$ cat config.mk
export PLATFORM = sky130hd
export DESIGN_NAME = int_add_err_monitor
export DESIGN_NICKNAME = d
export VERILOG_FILES = /design/src/rtl/int_add_err_monitor.sv
export SDC_FILE = /design/constraint.sdc
export NUM_CORES = 1
export LEC_CHECK = 0
export BUFFER_PORTS_ARGS = -buffer_cell sky130_fd_sc_hd__buf_2
export CAP_MARGIN = 25
export CORE_MARGIN = 2
export CORE_UTILIZATION = 45
export DETAILED_ROUTE_END_ITERATION = 7
export PLACE_DENSITY = 0.65
export REMOVE_ABC_BUFFERS = 1
export SYNTH_ARGS = -nofsm -noshare
export SYNTH_HDL_FRONTEND = slang
export SYNTH_SLANG_ARGS = --single-unit
$ cat constraint.sdc
create_clock -name clk -period 9.4 [get_ports clk]
set_clock_uncertainty 0.1 [all_clocks]
set_input_delay 1.41 -clock clk [delete_from_list [all_inputs] [get_ports clk]]
set_output_delay 1.41 -clock clk [all_outputs]
set_load 0.03 [all_outputs]
$ cat src/rtl/int_add_err_monitor.sv
// int_add_err_monitor
//   Accuracy monitor for an approximate integer adder. It watches the operand
//   pairs fed to the adder, recomputes the exact sum and compares it with the
//   adder result that appears ADD_LATENCY cycles later. Over a window of
//   2^WINDOW_LOG2 pairs it reports how many results were wrong, the saturating
//   sum of |error| and the largest |error|.
//
// Ports
//   clk, rst    clock, synchronous active-high reset
//   start       pulse: opens a new window (ignored while a window runs)
//   in_valid    a/b form a pair presented to the adder this cycle
//   a, b        adder operands
//   c           adder result (aligned ADD_LATENCY cycles after a/b)
//   busy        window in progress
//   done        one-cycle pulse, results final
//   err_count   pairs with nonzero error
//   err_sum     saturating sum of |error|
//   err_max     largest |error| in the window
module int_add_err_monitor #(
    parameter int DATA_PATH_BITWIDTH = 32,
    parameter int ADD_LATENCY        = 1,
    parameter int WINDOW_LOG2        = 8,
    parameter int ACC_WIDTH          = 48
) (
    input  logic                          clk,
    input  logic                          rst,
    input  logic                          start,
    input  logic                          in_valid,
    input  logic [DATA_PATH_BITWIDTH-1:0] a,
    input  logic [DATA_PATH_BITWIDTH-1:0] b,
    input  logic [DATA_PATH_BITWIDTH-1:0] c,
    output logic                          busy,
    output logic                          done,
    output logic [WINDOW_LOG2:0]          err_count,
    output logic [ACC_WIDTH-1:0]          err_sum,
    output logic [DATA_PATH_BITWIDTH:0]   err_max
);

    localparam int DW = DATA_PATH_BITWIDTH;
    localparam int CW = WINDOW_LOG2 + 1;
    localparam logic [CW-1:0] WIN = CW'(1) << WINDOW_LOG2;

    typedef enum logic [1:0] {S_IDLE, S_RUN, S_DONE} state_t;

    state_t                           state_q, state_d;
    logic [CW-1:0]                    issue_cnt_q, issue_cnt_d;
    logic [CW-1:0]                    samp_cnt_q, samp_cnt_d;
    logic                             done_q, done_d;
    logic [CW-1:0]                    err_count_q, err_count_d;
    logic [ACC_WIDTH-1:0]             err_sum_q, err_sum_d;
    logic [DW:0]                      err_max_q, err_max_d;
    logic [ADD_LATENCY-1:0]           dl_vld_q, dl_vld_d;
    logic [ADD_LATENCY-1:0][DW-1:0]   dl_a_q, dl_a_d;
    logic [ADD_LATENCY-1:0][DW-1:0]   dl_b_q, dl_b_d;

    logic                             start_fire;
    logic [CW-1:0]                    iss_base;
    logic                             accept;
    logic                             eval;
    logic [DW-1:0]                    exact;
    logic [DW:0]                      err;
    logic [DW:0]                      abs_err;
    logic [ACC_WIDTH:0]               sum_ext;

    always_comb begin
        state_d     = state_q;
        issue_cnt_d = issue_cnt_q;
        samp_cnt_d  = samp_cnt_q;
        done_d      = 1'b0;
        err_count_d = err_count_q;
        err_sum_d   = err_sum_q;
        err_max_d   = err_max_q;

        // A start outside RUN restarts issue counting in the same cycle so
        // the pair presented alongside start is already part of the window.
        start_fire = start && (state_q != S_RUN);
        iss_base   = start_fire ? '0 : issue_cnt_q;
        accept     = in_valid && (iss_base < WIN) &&
                     ((state_q == S_RUN) || start_fire);
        issue_cnt_d = iss_base + CW'(accept);

        // Delay line aligning each accepted pair with its adder result.
        dl_vld_d    = dl_vld_q;
        dl_a_d      = dl_a_q;
        dl_b_d      = dl_b_q;
        dl_vld_d[0] = accept;
        dl_a_d[0]   = a;
        dl_b_d[0]   = b;
        for (int i = 1; i < ADD_LATENCY; i++) begin
            dl_vld_d[i] = start_fire ? 1'b0 : dl_vld_q[i-1];
            dl_a_d[i]   = dl_a_q[i-1];
            dl_b_d[i]   = dl_b_q[i-1];
        end

        // Signed error in DW+1 bits so the full c-minus-exact range fits.
        exact   = dl_a_q[ADD_LATENCY-1] + dl_b_q[ADD_LATENCY-1];
        err     = {c[DW-1], c} - {exact[DW-1], exact};
        abs_err = err[DW] ? (~err + (DW+1)'(1)) : err;
        sum_ext = {1'b0, err_sum_q} + {{(ACC_WIDTH - DW){1'b0}}, abs_err};
        eval    = dl_vld_q[ADD_LATENCY-1] && (state_q == S_RUN) &&
                  (samp_cnt_q < WIN);

        case (state_q)
            S_IDLE, S_DONE: begin
                if (start) begin
                    state_d     = S_RUN;
                    samp_cnt_d  = '0;
                    err_count_d = '0;
                    err_sum_d   = '0;
                    err_max_d   = '0;
                end
            end
            S_RUN: begin
                if (eval) begin
                    err_count_d = err_count_q + CW'(abs_err != '0);
                    err_sum_d   = sum_ext[ACC_WIDTH] ? '1 : sum_ext[ACC_WIDTH-1:0];
                    err_max_d   = (abs_err > err_max_q) ? abs_err : err_max_q;
                    samp_cnt_d  = samp_cnt_q + CW'(1);
                    if (samp_cnt_d == WIN) begin
                        state_d = S_DONE;
                        done_d  = 1'b1;
                    end
                end
            end
            default: state_d = S_IDLE;
        endcase
    end

    always_ff @(posedge clk) begin
        if (rst) begin
            state_q     <= S_IDLE;
            issue_cnt_q <= '0;
            samp_cnt_q  <= '0;
            done_q      <= 1'b0;
            err_count_q <= '0;
            err_sum_q   <= '0;
            err_max_q   <= '0;
            dl_vld_q    <= '0;
            dl_a_q      <= '0;
            dl_b_q      <= '0;
        end else begin
            state_q     <= state_d;
            issue_cnt_q <= issue_cnt_d;
            samp_cnt_q  <= samp_cnt_d;
            done_q      <= done_d;
            err_count_q <= err_count_d;
            err_sum_q   <= err_sum_d;
            err_max_q   <= err_max_d;
            dl_vld_q    <= dl_vld_d;
            dl_a_q      <= dl_a_d;
            dl_b_q      <= dl_b_d;
        end
    end

    assign busy      = (state_q == S_RUN);
    assign done      = done_q;
    assign err_count = err_count_q;
    assign err_sum   = err_sum_q;
    assign err_max   = err_max_q;

endmodule

* Word-level counts from Yosys, hierarchy flattened
Index checks and enable logic that the tools add are counted.
** Word-level totals
- Output and inout port bits :: 92
- Register bits after elaboration :: 176
- Logic and storage cells :: 65
** Operators by class
- Multiplexer cells :: 20
- Reductions and logical operators :: 14
- Add/sub/neg operators :: 7
- $lt $le $gt $ge :: 3
- Bitwise operators :: 3
- Equality and inequality tests :: 8
** Operators with widths (number)
- $mux 48 :: 3
- $mux 33 :: 4
- $pmux 48 s2 :: 1
- $pmux 33 s2 :: 1
- $add 48x33->49 :: 1
- $mux 9 :: 4
- $pmux 9 s2 :: 2
- $add 33x1->33 const B :: 1
- $gt 33x33->1 :: 1
- $not 33->33 :: 1
- $reduce_bool 33->1 :: 1
- $sub 32x32->33 :: 1
- $add 32x32->32 :: 1
- $add 9x1->9 :: 2
- $lt 9x9->1 const B :: 2
- $add 9x1->9 const B :: 1
- $eq 9x9->1 const B :: 1
- $ne 2x1->1 const B :: 4
- $mux 2 :: 3
- $reduce_and 3->1 :: 2
- $logic_and 1x1->1 :: 5
- $pmux 2 s2 :: 1
- $reduce_and 4->1 :: 1
- $reduce_or 3->1 :: 1
- 9 further kinds :: 10

* Depth between registers and ports, before layout
- Word-level depth :: 9
- Gate-level depth with buffers :: 38

* Worst setup path after synthesis
No wires, ideal clock.
- Path type :: register to register
- From :: reg dl_a_q[12] in the netlist's numbering
- To :: reg err_sum_q[26], in the netlist err_sum[26]
- Clock period less this slack :: 7.603 ns
- Path slack :: 1.797 ns
- Buffers on the path :: 4
- Data required time :: 9.229 ns
- Cell stages (with the launch flop) :: 37
- Setup time :: 0.071 ns
- Arrival :: 7.432 ns
- Cell sequence :: dfxtp_1 -> ha_1 -> a21o_1 -> a21o_1 -> a21o_1 -> a21o_1 -> a221o_1 -> o311ai_0 -> a21boi_0 -> o21ai_0 -> nand2b_1 -> a21oi_1 -> xor2_1 -> ha_1 -> clkbuf_1 -> nand2_1 -> nor2_1 -> o2111ai_1 -> o21ai_0 -> a31o_2 -> clkbuf_1 -> buf_1 -> nor2_1 -> xor2_1 -> ha_1 -> o21ai_1 -> a211oi_1 -> nand2_1 -> o22ai_1 -> a21oi_1 -> nor3_1 -> o311a_1 -> o21ai_1 -> a211oi_1 -> clkbuf_1 -> o21ai_0 -> a21oi_1
** Between the ends
- Cells in the longest elaborated chain, start to end :: 9
** RTL lines
- start: declaration :: RTL line 53 : logic [ADD_LATENCY-1:0][DW-1:0] dl_a_q, dl_a_d;
- start signal: assignment :: RTL line 150 : dl_a_q <= dl_a_d;
- $add 32x32->32 * :: RTL line 96 : exact = dl_a_q[ADD_LATENCY-1] + dl_b_q[ADD_LATENCY-1];
- $sub 32x32->33 * :: RTL line 97 : err = {c[DW-1], c} - {exact[DW-1], exact};
- $not 33->33 :: RTL line 98 : abs_err = err[DW] ? (~err + (DW+1)'(1)) : err;
- $add 33x1->33 :: RTL line 98
- $mux 33 * :: RTL line 98
- $add 48x33->49 * :: RTL line 99 : sum_ext = {1'b0, err_sum_q} + {{(ACC_WIDTH - DW){1'b0}}, abs_err};
- $mux 48 * :: RTL line 116 : err_sum_d = sum_ext[ACC_WIDTH] ? '1 : sum_ext[ACC_WIDTH-1:0];
- $mux 48 * :: RTL line 114 : if (eval) begin
- $pmux 48 s2 * :: RTL line 103 : case (state_q)
- end signal: assignment :: RTL line 147 : err_sum_q <= err_sum_d;
- end: declaration :: RTL line 50 : logic [ACC_WIDTH-1:0] err_sum_q, err_sum_d;
Mark *: on every way between the ends. The rest lies on a longest branch, timed or not. The select of a mux whose other input is x is not followed.
A chain may end at the register's enable or synchronous reset.

* Worst setup path in the final report
- From :: reg dl_a_q[1] in the netlist's numbering
- To :: reg err_max_q[8], in the netlist err_max[8]
** Between the ends
- Cells in the longest elaborated chain, start to end :: 8
- Elaborated cells on any way between the ends :: 11
** RTL lines
- $add 32x32->32 * :: RTL line 96
- $sub 32x32->33 * :: RTL line 97
- $not 33->33 :: RTL line 98
- $add 33x1->33 :: RTL line 98
- $mux 33 * :: RTL line 98
- $gt 33x33->1 or $mux 33 (tied branches) :: RTL line 117 : err_max_d = (abs_err > err_max_q) ? abs_err : err_max_q;
- $ne 2x1->1 (no source line) or $mux 33 (tied branches)
- $reduce_and 4->1 (no source line) or $pmux 33 s2 (tied branches)
- end signal: assignment :: RTL line 148 : err_max_q <= err_max_d;
- end: declaration :: RTL line 51 : logic [DW:0] err_max_q, err_max_d;
Marked as above.

==> out/results.ini <==
[global_route]
grt_pass1_vias = 11886
grt-ovfl-total = 0
antenna_found_initial = 1
grt_pass1_wl_um = 57900
grt_usage = 0.226
grt_max_degree = 88

[routing]
ant_nets = 0
wl_per_cell_um = 15.7
avgViaCountPerCell = 5.61
finalWirelength_um = 35800
drt_iter0_markers = 684
drc = 0
dr.pass1.iters = 5
vias = 12756

[worst_setup_path]
start_kind = flip-flop
worst_ep_arrival_time_ns = 8.93
critPathMaxStageDelay_ns = 0.52
cp.required_ns = 9.66
worst_setup_path_end_kind = flip-flop
worstSetupPathType = reg2reg
worstPathMaxFanout = 20
cp_slowest_cell = a31oi_1

[timing]
tightestPinTransition_ns = 1.05
max-slew-margin-rel = 0.289
final.setup.tns_ns = 0
maxSlewViolCount = 0
hold_viol = 0
finalCritPeriodShare = 0.923
setup_viol_count_final = 0
period_needed_ns = 8.67
rsz0062_at_grt = false
hold_ws_ns = 0.359
max_freq_mhz = 115

[place]
place.gp.congestion = 0.937
port_buffers = 191
dp_hpwl_um = 27400

[synthesis]
seq_area_frac_synth = 0.262
avgSynthCellArea_um2 = 7.82
netlist_area_mm2 = 0.0135
syn_inst = 1721
synthFlopType = dfxtp_1
synth_edf_count = 0
synth_cell_types = 84
synth_warnings = 0
async_reset_ff_frac = 0
ys_seq_elements = 176

[cts]
root_buffer = clkbuf_16
htree_levels = 4
clock_path_buffers = 2
clk_pin_slew_worst_paths_ns = 0.08
cts_tree = built
cts_buffers = 17
ctsHoldBuffers = 0
clock_sinks = 176
clk_latency_ns = 0.43

[floorplan]
rows = 63
die_x_um = 177
die_area_mm2 = 0.0313
start_util = 0.455
ioPinCount = 192
die_h_um = 177
core_area_mm2 = 0.0296

[finish]
layout_commonest_cell = buf_2
layout_common_cells = buf_2, dfxtp_1, nand2_1
seq_area_mm2 = 0.00352
final_nets = 2111
antenna_cells = 0
area_delta_synth_final_pct = 14.0
drive_gt1_frac = 0.141
multi_input_area_mm2 = 0.00940
fillerInstances = 2858

[power_and_ir_drop]
p_leak_uw = 0.00684
peakVddDrop_uv = 139
powerDensity_mw_per_mm2 = 204

[outcome]
status = finished, final reports clean

[min_path]
hold_class = reg2reg

[run]
cap_violations = 0

==> kinds of logic (layout without fill, tap and decap cells) <==
group,Yosys count,count (layout),synth area share
flops,176,176,0.262
xor+xnor,125,125,0.0830
buf+inv,153,316,0.0437
simple gates,642,642,0.243
compound gates,471,472,0.227
mux,15,15,0.0113
fa+ha+maj,139,139,0.131
==> metal layers <==
layer	GRT usage	up-vias	share of wire
li1	-	6478	-
met1	0.291	5891	0.46
met5	0	-	0.00020
met2	0.390	350	0.47
met3	0.0382	35	0.048
met4	0.0575	2	0.015
==> power breakdown <==
part	internal [µW]	switching (µW)	total, µW
Sequential	778	21.4	799
Combinational	603	1000	1600
Clock	388	342	729
Total	1770	1360	3130
==> critical path, delay by kind of cell, from the launching register on <==
family | cells | cell delay, ns
AO/OA/AOI/OAI | 22 | 5.63
XOR/XNOR | 1 | 0.13
AND/OR/NAND/NOR | 5 | 0.76
buffers and inverters | 2 | 0.64
adder cells (fa/ha/maj) | 3 | 1.01
flip-flops | 1 | 0.32
==> layout make-up <==
| class | instances | area share |
|---|---|---|
| Timing Repair Buffer | 199 | 0.0664 |
| Sequential cell | 176 | 0.230 |
| Tap cell | 390 | 0.0318 |
| Multi-Input combinational cell | 1393 | 0.612 |
| Inverter | 85 | 0.0208 |
| Clock buffer | 18 | 0.0286 |
| Clock inverter | 14 | 0.0106 |
==> metrics by stage <==
step / total power, µW / cell area (µm²) / util / worst slack (ns) / std cells
after floorplan: 2000 / 13200 / - / 0.799 / 1653
after global placement: 2360 / 14700 / 0.498 / 0.954 / 2242
after detailed placement: 2380 / 14700 / 0.498 / 0.816 / 2242
after CTS: 3120 / 15300 / 0.518 / 0.775 / 2274
after global routing: 3360 / 15300 / 0.519 / 0.0201 / 2275
final: 3130 / 15300 / 0.519 / 0.727 / 2275
==> sequential cells by signal, indices dropped and copies added (netlist names) <==
name	flops
dl_vld_q	1
err_sum	48
issue_cnt_q	9
samp_cnt_q	9
dl_b_q	32
err_max	33
err_count	9
dl_a_q	32
done	1
state_q	2
==> Yosys cell counts (5+ instances only) <==
cell	n	area, µm²
a211oi_1	17	128
a21boi_0	5	37.5
a21o_1	52	390
a21oi_1	138	691
a31o_2	5	43.8
a31oi_1	24	150
a41oi_1	11	96.3
and2_1	16	100
and3_1	17	106
buf_2	5	25.0
clkbuf_1	59	221
dfxtp_1	176	3520
ha_1	136	1700
inv_1	84	315
mux2i_1	14	140
nand2_1	156	586
nand2b_1	37	231
nand3_1	77	385
nand4_1	37	231
nor2_1	133	499
nor2b_1	81	507
nor3_1	33	165
nor4_1	11	68.8
o2111ai_1	7	61.3
o211ai_1	12	90.1
o21a_1	18	135
o21ai_0	97	485
o21ai_1	6	30.0
o21bai_1	11	82.6
o31ai_1	8	60.1
or3_1	13	81.3
xnor2_1	67	587
xor2_1	55	482
==> worst paths after layout <==
check | start | to | slack (ns) | cells past startpoint
worst max-delay path | dl_a_q[1]$_SDFF_PP0_ | err_max[8]$_SDFFE_PP0P_ | 0.73 | 33
worst min-delay path | err_sum[22]$_SDFFE_PP0P_ | err_sum[22]$_SDFFE_PP0P_ | 0.36 | 2
worst max register to register | dl_a_q[1]$_SDFF_PP0_ | err_max[8]$_SDFFE_PP0P_ | 0.73 | 33
worst min register to register | err_sum[22]$_SDFFE_PP0P_ | err_sum[22]$_SDFFE_PP0P_ | 0.36 | 2
==> timing repair <==
| item | 4_1_cts | 5_1_grt |
|---|---|---|
| resized for setup | 0 | 2 |
| hold endpoints to repair | 0 | 0 |
| buffers inserted | 0 | 0 |
| endpoints found under the setup margin | 0 | 10 |
No activity file was read; power rests on OpenSTA's default activity.
